[config.mk]
export PLATFORM = sky130hd
export DESIGN_NAME = sum_threshold_node
export DESIGN_NICKNAME = d
export VERILOG_FILES = /design/src/rtl/sum_threshold_node.sv
export SDC_FILE = /design/constraint.sdc
export NUM_CORES = 1
export LEC_CHECK = 0
export ABC_AREA = 1
export CAP_MARGIN = 20
export CORE_UTILIZATION = 28
export DETAILED_ROUTE_END_ITERATION = 6
export HOLD_SLACK_MARGIN = 0.06
export SLEW_MARGIN = 20
export SYNTH_ARGS = -nofsm -noshare
export SYNTH_HDL_FRONTEND = slang
export SYNTH_SLANG_ARGS = --single-unit
[constraint.sdc]
create_clock -name clk -period 5.4 [get_ports clk]
set_input_delay 1.08 -clock clk [delete_from_list [all_inputs] [get_ports clk]]
set_output_delay 1.08 -clock clk [all_outputs]
set_load 0.02 [all_outputs]
[src/rtl/sum_threshold_node.sv]
// Sum-and-threshold node: accumulates NUM_PSUM psums per time step into a membrane potential and emits one spike packet per step.
// Latency: the edge that accepts the last psum enters FIRE; the next edge raises out_valid, and out_valid then holds until out_ready.
// Backpressure: in_ready is low outside ACCUM, so psums offered during FIRE/SEND wait upstream; out_data is held stable until accepted.
module sum_threshold_node #(
  parameter int         WIDTH     = 35,
  parameter logic [3:0] NODE_ADDR = 4'b0011,
  parameter logic [3:0] OUT_ADDR  = 4'b0000,
  parameter int         NUM_PSUM  = 3,
  parameter int         THRESHOLD = 64,
  parameter int         POT_W     = 10,
  parameter int         NUM_STEPS = 10
) (
  input  logic             clk,
  input  logic             rst,
  input  logic             in_valid,
  output logic             in_ready,
  input  logic [WIDTH-1:0] in_data,
  output logic             out_valid,
  input  logic             out_ready,
  output logic [WIDTH-1:0] out_data,
  output logic             misroute,
  output logic             frame_done
);

  typedef enum logic [1:0] {ACCUM, FIRE, SEND} state_t;

  localparam logic [POT_W-1:0] THR       = POT_W'(THRESHOLD);
  localparam logic [2:0]       LAST_PSUM = 3'(NUM_PSUM - 1);
  localparam logic [3:0]       LAST_STEP = 4'(NUM_STEPS - 1);

  state_t           r_state;
  logic [POT_W-1:0] r_pot;
  logic [POT_W-1:0] r_acc;
  logic [2:0]       r_psum_cnt;
  logic [3:0]       r_step;
  logic             r_out_valid;
  logic [WIDTH-1:0] r_out_data;
  logic             r_misroute;
  logic             r_frame_done;

  logic             w_accept;
  logic             w_for_me;
  logic [7:0]       w_psum;
  logic [POT_W:0]   w_sum;
  logic [POT_W-1:0] w_sat;
  logic             w_spike;
  logic [POT_W-1:0] w_pot_next;
  logic [WIDTH-1:0] w_pkt;
  logic             w_unused;

  // Only dst and psum matter here; src and tag are deliberately ignored.
  assign w_unused = ^{in_data[34:31], in_data[26:8]};

  assign in_ready = (r_state == ACCUM);
  assign w_accept = in_valid && in_ready;
  assign w_for_me = (in_data[30:27] == NODE_ADDR);
  assign w_psum   = in_data[7:0];

  // One extra bit catches overflow so the potential saturates instead of wrapping.
  assign w_sum      = {1'b0, r_pot} + {1'b0, r_acc};
  assign w_sat      = w_sum[POT_W] ? {POT_W{1'b1}} : w_sum[POT_W-1:0];
  assign w_spike    = (w_sat >= THR);
  assign w_pot_next = w_spike ? (w_sat - THR) : w_sat;
  assign w_pkt      = WIDTH'({NODE_ADDR, OUT_ADDR, 3'b010, 12'd0, r_step, 7'd0, w_spike});

  assign out_valid  = r_out_valid;
  assign out_data   = r_out_data;
  assign misroute   = r_misroute;
  assign frame_done = r_frame_done;

  // Accumulate / fire / send state machine with registered outputs.
  always_ff @(posedge clk) begin
    if (rst) begin
      r_state      <= ACCUM;
      r_pot        <= '0;
      r_acc        <= '0;
      r_psum_cnt   <= '0;
      r_step       <= '0;
      r_out_valid  <= 1'b0;
      r_out_data   <= '0;
      r_misroute   <= 1'b0;
      r_frame_done <= 1'b0;
    end else begin
      r_misroute   <= 1'b0;
      r_frame_done <= 1'b0;
      unique case (r_state)
        ACCUM: begin
          if (w_accept) begin
            if (w_for_me) begin
              r_acc      <= r_acc + POT_W'(w_psum);
              r_psum_cnt <= r_psum_cnt + 3'd1;
              if (r_psum_cnt == LAST_PSUM) begin
                r_state <= FIRE;
              end
            end else begin
              r_misroute <= 1'b1;
            end
          end
        end
        FIRE: begin
          r_pot       <= w_pot_next;
          r_out_data  <= w_pkt;
          r_out_valid <= 1'b1;
          r_acc       <= '0;
          r_psum_cnt  <= '0;
          r_state     <= SEND;
        end
        SEND: begin
          if (out_ready) begin
            r_out_valid <= 1'b0;
            r_state     <= ACCUM;
            // Last step of the frame: the potential and the step counter start over.
            if (r_step == LAST_STEP) begin
              r_step       <= '0;
              r_pot        <= '0;
              r_frame_done <= 1'b1;
            end else begin
              r_step <= r_step + 4'd1;
            end
          end
        end
        default: r_state <= ACCUM;
      endcase
    end
  end

endmodule
== Word level (Yosys, flattened, before mapping) ==
Index checks and enable logic that the tools add are counted.
Storage, ports and cells
  flip-flop bits (word level): 38
  bits of input ports: 39
  output and inout bits: 39
  word-level logic and storage cells: 61
Cells by class
  add/subtract/negate cells: 5
  order comparisons: 1
  eq/ne operators: 10
  multiplexer cells: 21
  bitwise operators: 4
  reductions and logical operators: 11
Operator list (count)
  $mux W10: 6
  $pmux W10 S2: 2
  $add A10 B10 Y11: 1
  $add A10 B8 Y10: 1
  $ge A10 B7 Y1 const B: 1
  $sub A10 B7 Y10 const B: 1
  $mux W2: 4
  $mux W3: 2
  $ne A2 B1 Y1 const B: 3
  $pmux W2 S3: 1
  $pmux W3 S2: 1
  $reduce_and A3 Y1: 2
  $reduce_or A3 Y1: 2
  $add A4 B1 Y4 const B: 1
  $eq A4 B2 Y1 const B: 1
  $eq A4 B4 Y1 const B: 1
  $mux W4: 1
  $ne A2 B2 Y1 const B: 2
  $not A1 Y1: 4
  $reduce_and A2 Y1: 2
  $reduce_and A4 Y1: 1
  $reduce_bool A2 Y1: 2
  $add A3 B1 Y3 const B: 1
  $eq A3 B2 Y1 const B: 1
  6 further kinds: 8

== Logic depth before layout (Yosys ltp) ==
  depth after elaboration: 5
  depth in mapped cells: 21
  gate-level depth less buffers: 21

== Worst setup path before layout ==
OpenSTA, ideal clock, no wires.
  path kind: register -> register
  from: register r_pot[0]
  to: register r_pot[8]
  library setup time: 0.067 ns
  arrival: 2.404 ns
  required time: 5.333 ns
  setup slack: 2.929 ns
  stages on the path, launching flop included: 21
  buffers on the path: 0
  path through: dfxtp_1 > ha_1 > fa_1 > nand2_2 > nand2_2 > nand3_2 > nand2_2 > nand2_4 > nand2_4 > nor2_1 > ha_1 > nand3_1 > nor2_1 > inv_1 > nor2_1 > nand2_1 > nand3_2 > nand2_2 > inv_2 > nand2_1 > a21oi_2
Between the ends
  word-level cells in the longest chain between the ends: 5
  elaborated cells on any way between the ends: 6
Ends and longest elaborated chain
  start: declaration: RTL line 32  | logic [POT_W-1:0] r_pot;
  start signal: assignment: RTL line 101  | r_pot <= w_pot_next;
  $add A10 B10 Y11 (*): RTL line 60  | assign w_sum = {1'b0, r_pot} + {1'b0, r_acc};
  $mux W10 (*): RTL line 61  | assign w_sat = w_sum[POT_W] ? {POT_W{1'b1}} : w_sum[POT_W-1:0];
  $sub A10 B7 Y10 or $ge A10 B7 Y1 (tied branches): RTL line 63, 62
  $mux W10 (*): RTL line 63  | assign w_pot_next = w_spike ? (w_sat - THR) : w_sat;
  $pmux W10 S2 (*): RTL line 86  | unique case (r_state)
Mark *: on every way between the ends. The rest lies on a longest branch, timed or not.
A chain may end at the register's enable or synchronous reset.

== Worst setup path after layout ==
  from: register r_acc[0]
  to: register r_pot[9]
Between the ends
  word-level cells in the longest chain between the ends: 5
  elaborated cells on any way between the ends: 6
Ends and longest elaborated chain
  start: declaration: RTL line 33  | logic [POT_W-1:0] r_acc;
  start signal: assignment: RTL line 90  | r_acc <= r_acc + POT_W'(w_psum);
  $add A10 B10 Y11 (*): RTL line 60
  $mux W10 (*): RTL line 61
  $sub A10 B7 Y10 or $ge A10 B7 Y1 (tied branches): RTL line 63, 62
  $mux W10 (*): RTL line 63
  $pmux W10 S2 (*): RTL line 86
Marked as above.

==> impl_metrics.tcl <==
set metrics [dict create \
    grt_pass1_vias 2333 \
    cts_sinks 38 \
    stdcell_count 563 \
    fin_tns_setup_ns 0 \
    cts_tree "built" \
    ir_drop_mv 0.09737 \
    fin_nets 496 \
    mostFrequentLayoutCells "nand2_1, inv_1, dfxtp_1" \
    grt_pass1_wl_mm 10.41 \
    cts_buffers 5 \
    antenna_found_initial 0 \
    synth_enable_flop_cells 0 \
    synthFlopType "dfxtp_1" \
    cp.arrival_ns 3.12 \
    multi_input_area_um2 1688 \
    drt_iter0_drc 136 \
    die_y_um 101.6 \
    worst_pin_slew_ns 0.5322 \
    leakagePower_uw 0.001504 \
    initial_core_util 0.2948 \
    drtPass1Iterations 4 \
    fin_crit_sh 0.5345 \
    rsz0062_at_grt "no" \
    drive_gt1_frac 0.08525 \
    ys_types 38 \
    postCtsHoldBufs 0 \
    io_pins 78 \
    cp-end-kind "flop" \
    synth-seq-cells 38 \
    wl_per_cell_um 10.80 \
    setup_viol 0 \
    rows 35 \
    track_usage 0.1272 \
    seq_area_frac_synth 0.2741 \
    min_period_ns 2.886 \
    clock_latency_ns 0.30 \
    drcViolationCount 0 \
    synth_cells 406 \
    syn-mean-instance-area_um2 6.835 \
    io_buffers 27 \
    vias 2469 \
    powerDensity_nw_per_um2 173.0 \
    insertedDiodeCount 0 \
    slew_violations 0 \
    ant_nets 0 \
    cts_root_buffer "clkbuf_8" \
    hp-class "reg2reg" \
    cts_max_level 2 \
    path_max_fanout 9 \
    gp_congestion 0.8725 \
    fin_skew_ns 0.006451 \
    cp-start-kind "flop" \
    post-cts-setup-buffer-count 0 \
    synth_warnings 0 \
    drv_cap 0 \
    die-area_um2 10310 \
    path_clk_slew_ns 0.08 \
    worst_ep_required_time_ns 5.63 \
    outcome "complete, no violations" \
    netlist_area_um2 2775 \
    worst-setup-path-type "reg2reg" \
    seq_area_um2 760.7 \
    post_cts_resize_count 0 \
    final_common_cell "nand2_1" \
    core_area_um2 9415 \
    yosys.area.top_type_share 0.2741 \
    async_flop_share 0 \
    wl_mm 6.078 \
    fmax_mhz 346.5 \
    relSlewSlack 0.6452 \
    overflow 0 \
    place_inst 555 \
    nFillCells 1033 \
    die-width_um 101.6 \
    cts_max_path_buffers 2 \
    viasPerCell 4.385 \
    grt_max_degree 27 \
    synth_top_cells_by_area "dfxtp_1, nand2_1, ha_1" \
    syn_to_final_growth_pct 13.66 \
    synth_largest_area_cell "dfxtp_1" \
    dp_hpwl_mm 4.920 \
    hold_viol 0 \
]
critical path, cell delays in order (launching register included):
cell	delay (ns)
dfxtp_1	0.33
ha_1	0.24
fa_1	0.47
nand2_2	0.09
nand2_2	0.08
nand3_2	0.08
nand2_2	0.07
nand2_4	0.07
nand2_4	0.10
nor2_1	0.22
ha_1	0.21
nand3_1	0.08
nor2_1	0.16
inv_1	0.06
nor2_1	0.08
nand2_1	0.08
nand3_2	0.10
nand2_2	0.06
inv_2	0.07
nand2_1	0.06
a21oi_2	0.10
routing by layer:
layer / GRT usage / vias to the layer above / share of wire
met2: 0.2027 / 45 / 0.42
li1: - / 1307 / -
met4: 0.03679 / 0 / 0.016
met3: 0.02899 / 12 / 0.040
met5: 0 / - / 0
met1: 0.1711 / 1105 / 0.52
sequential cells by signal, summed over array words and instances, names as in the netlist:
signal / flops
frame_done: 1
misroute: 1
r_pot: 10
r_acc: 10
out_data: 6
out_valid: 1
r_state: 2
r_step: 4
r_psum_cnt: 3
worst paths after layout:
path / slack, ns / startpoint / to / cells after the start
min reg2reg: 0.47 / r_acc[9] / r_acc[9] / 1
min: 0.47 / r_acc[9] / r_acc[9] / 1
max: 2.51 / r_acc[0] / r_pot[9] / 20
max reg2reg: 2.51 / r_acc[0] / r_pot[9] / 20
kinds of logic after synthesis:
group | synth area share
AND/OR/NAND/NOR | 0.3269
buffers and inverters | 0.1528
AO/OA/AOI/OAI | 0.1186
flip-flops | 0.2741
adder cells (fa/ha/maj) | 0.1136
XOR/XNOR | 0.01263
other | 0.001351
cell type report:
class,instances,area share
clock buffers,6,0.02618
repair buffers,27,0.08409
clock inverters,2,0.003967
inverters,49,0.05831
multi-input cells,312,0.5351
well taps,129,0.05117
flip-flops and latches,38,0.2412
cell usage after synthesis, types with 2 or more instances:
cell / instances
nand3_2: 2
nor2_2: 6
xnor2_1: 2
inv_1: 47
xor2_1: 2
nand3b_1: 3
o21ai_0: 16
ha_1: 22
inv_2: 2
nand4_1: 4
buf_4: 29
fa_1: 2
nor2_1: 37
dfxtp_1: 38
or2_2: 2
nand2_1: 101
nand3_1: 26
a21oi_1: 30
nand2_4: 3
nand2_2: 6
nor3_1: 5
clkbuf_1: 3
a21oi_2: 3
metrics by stage:
stage | worst slack, ns | power (uW) | utilization | instance area [um2] | hold WS, ns
after global routing | 2.226 | 568.1 | 0.3350 | 3154 | 0.4885
after floorplan | 2.929 | 343.1 | - | 2873 | 0.4188
after detailed placement | 2.235 | 346.9 | 0.3254 | 3064 | 0.4484
after CTS | 2.487 | 549.5 | 0.3355 | 3159 | 0.4674
final | 2.514 | 545.6 | 0.3350 | 3154 | 0.4679
after global placement | 2.242 | 346.4 | 0.3254 | 3064 | 0.4465
power breakdown:
part | internal [uW] | switching [uW]
sequential | 281 | 1.24
combinational | 18.8 | 38.6
clock | 103 | 103
No activity file was read; power rests on OpenSTA's default activity.
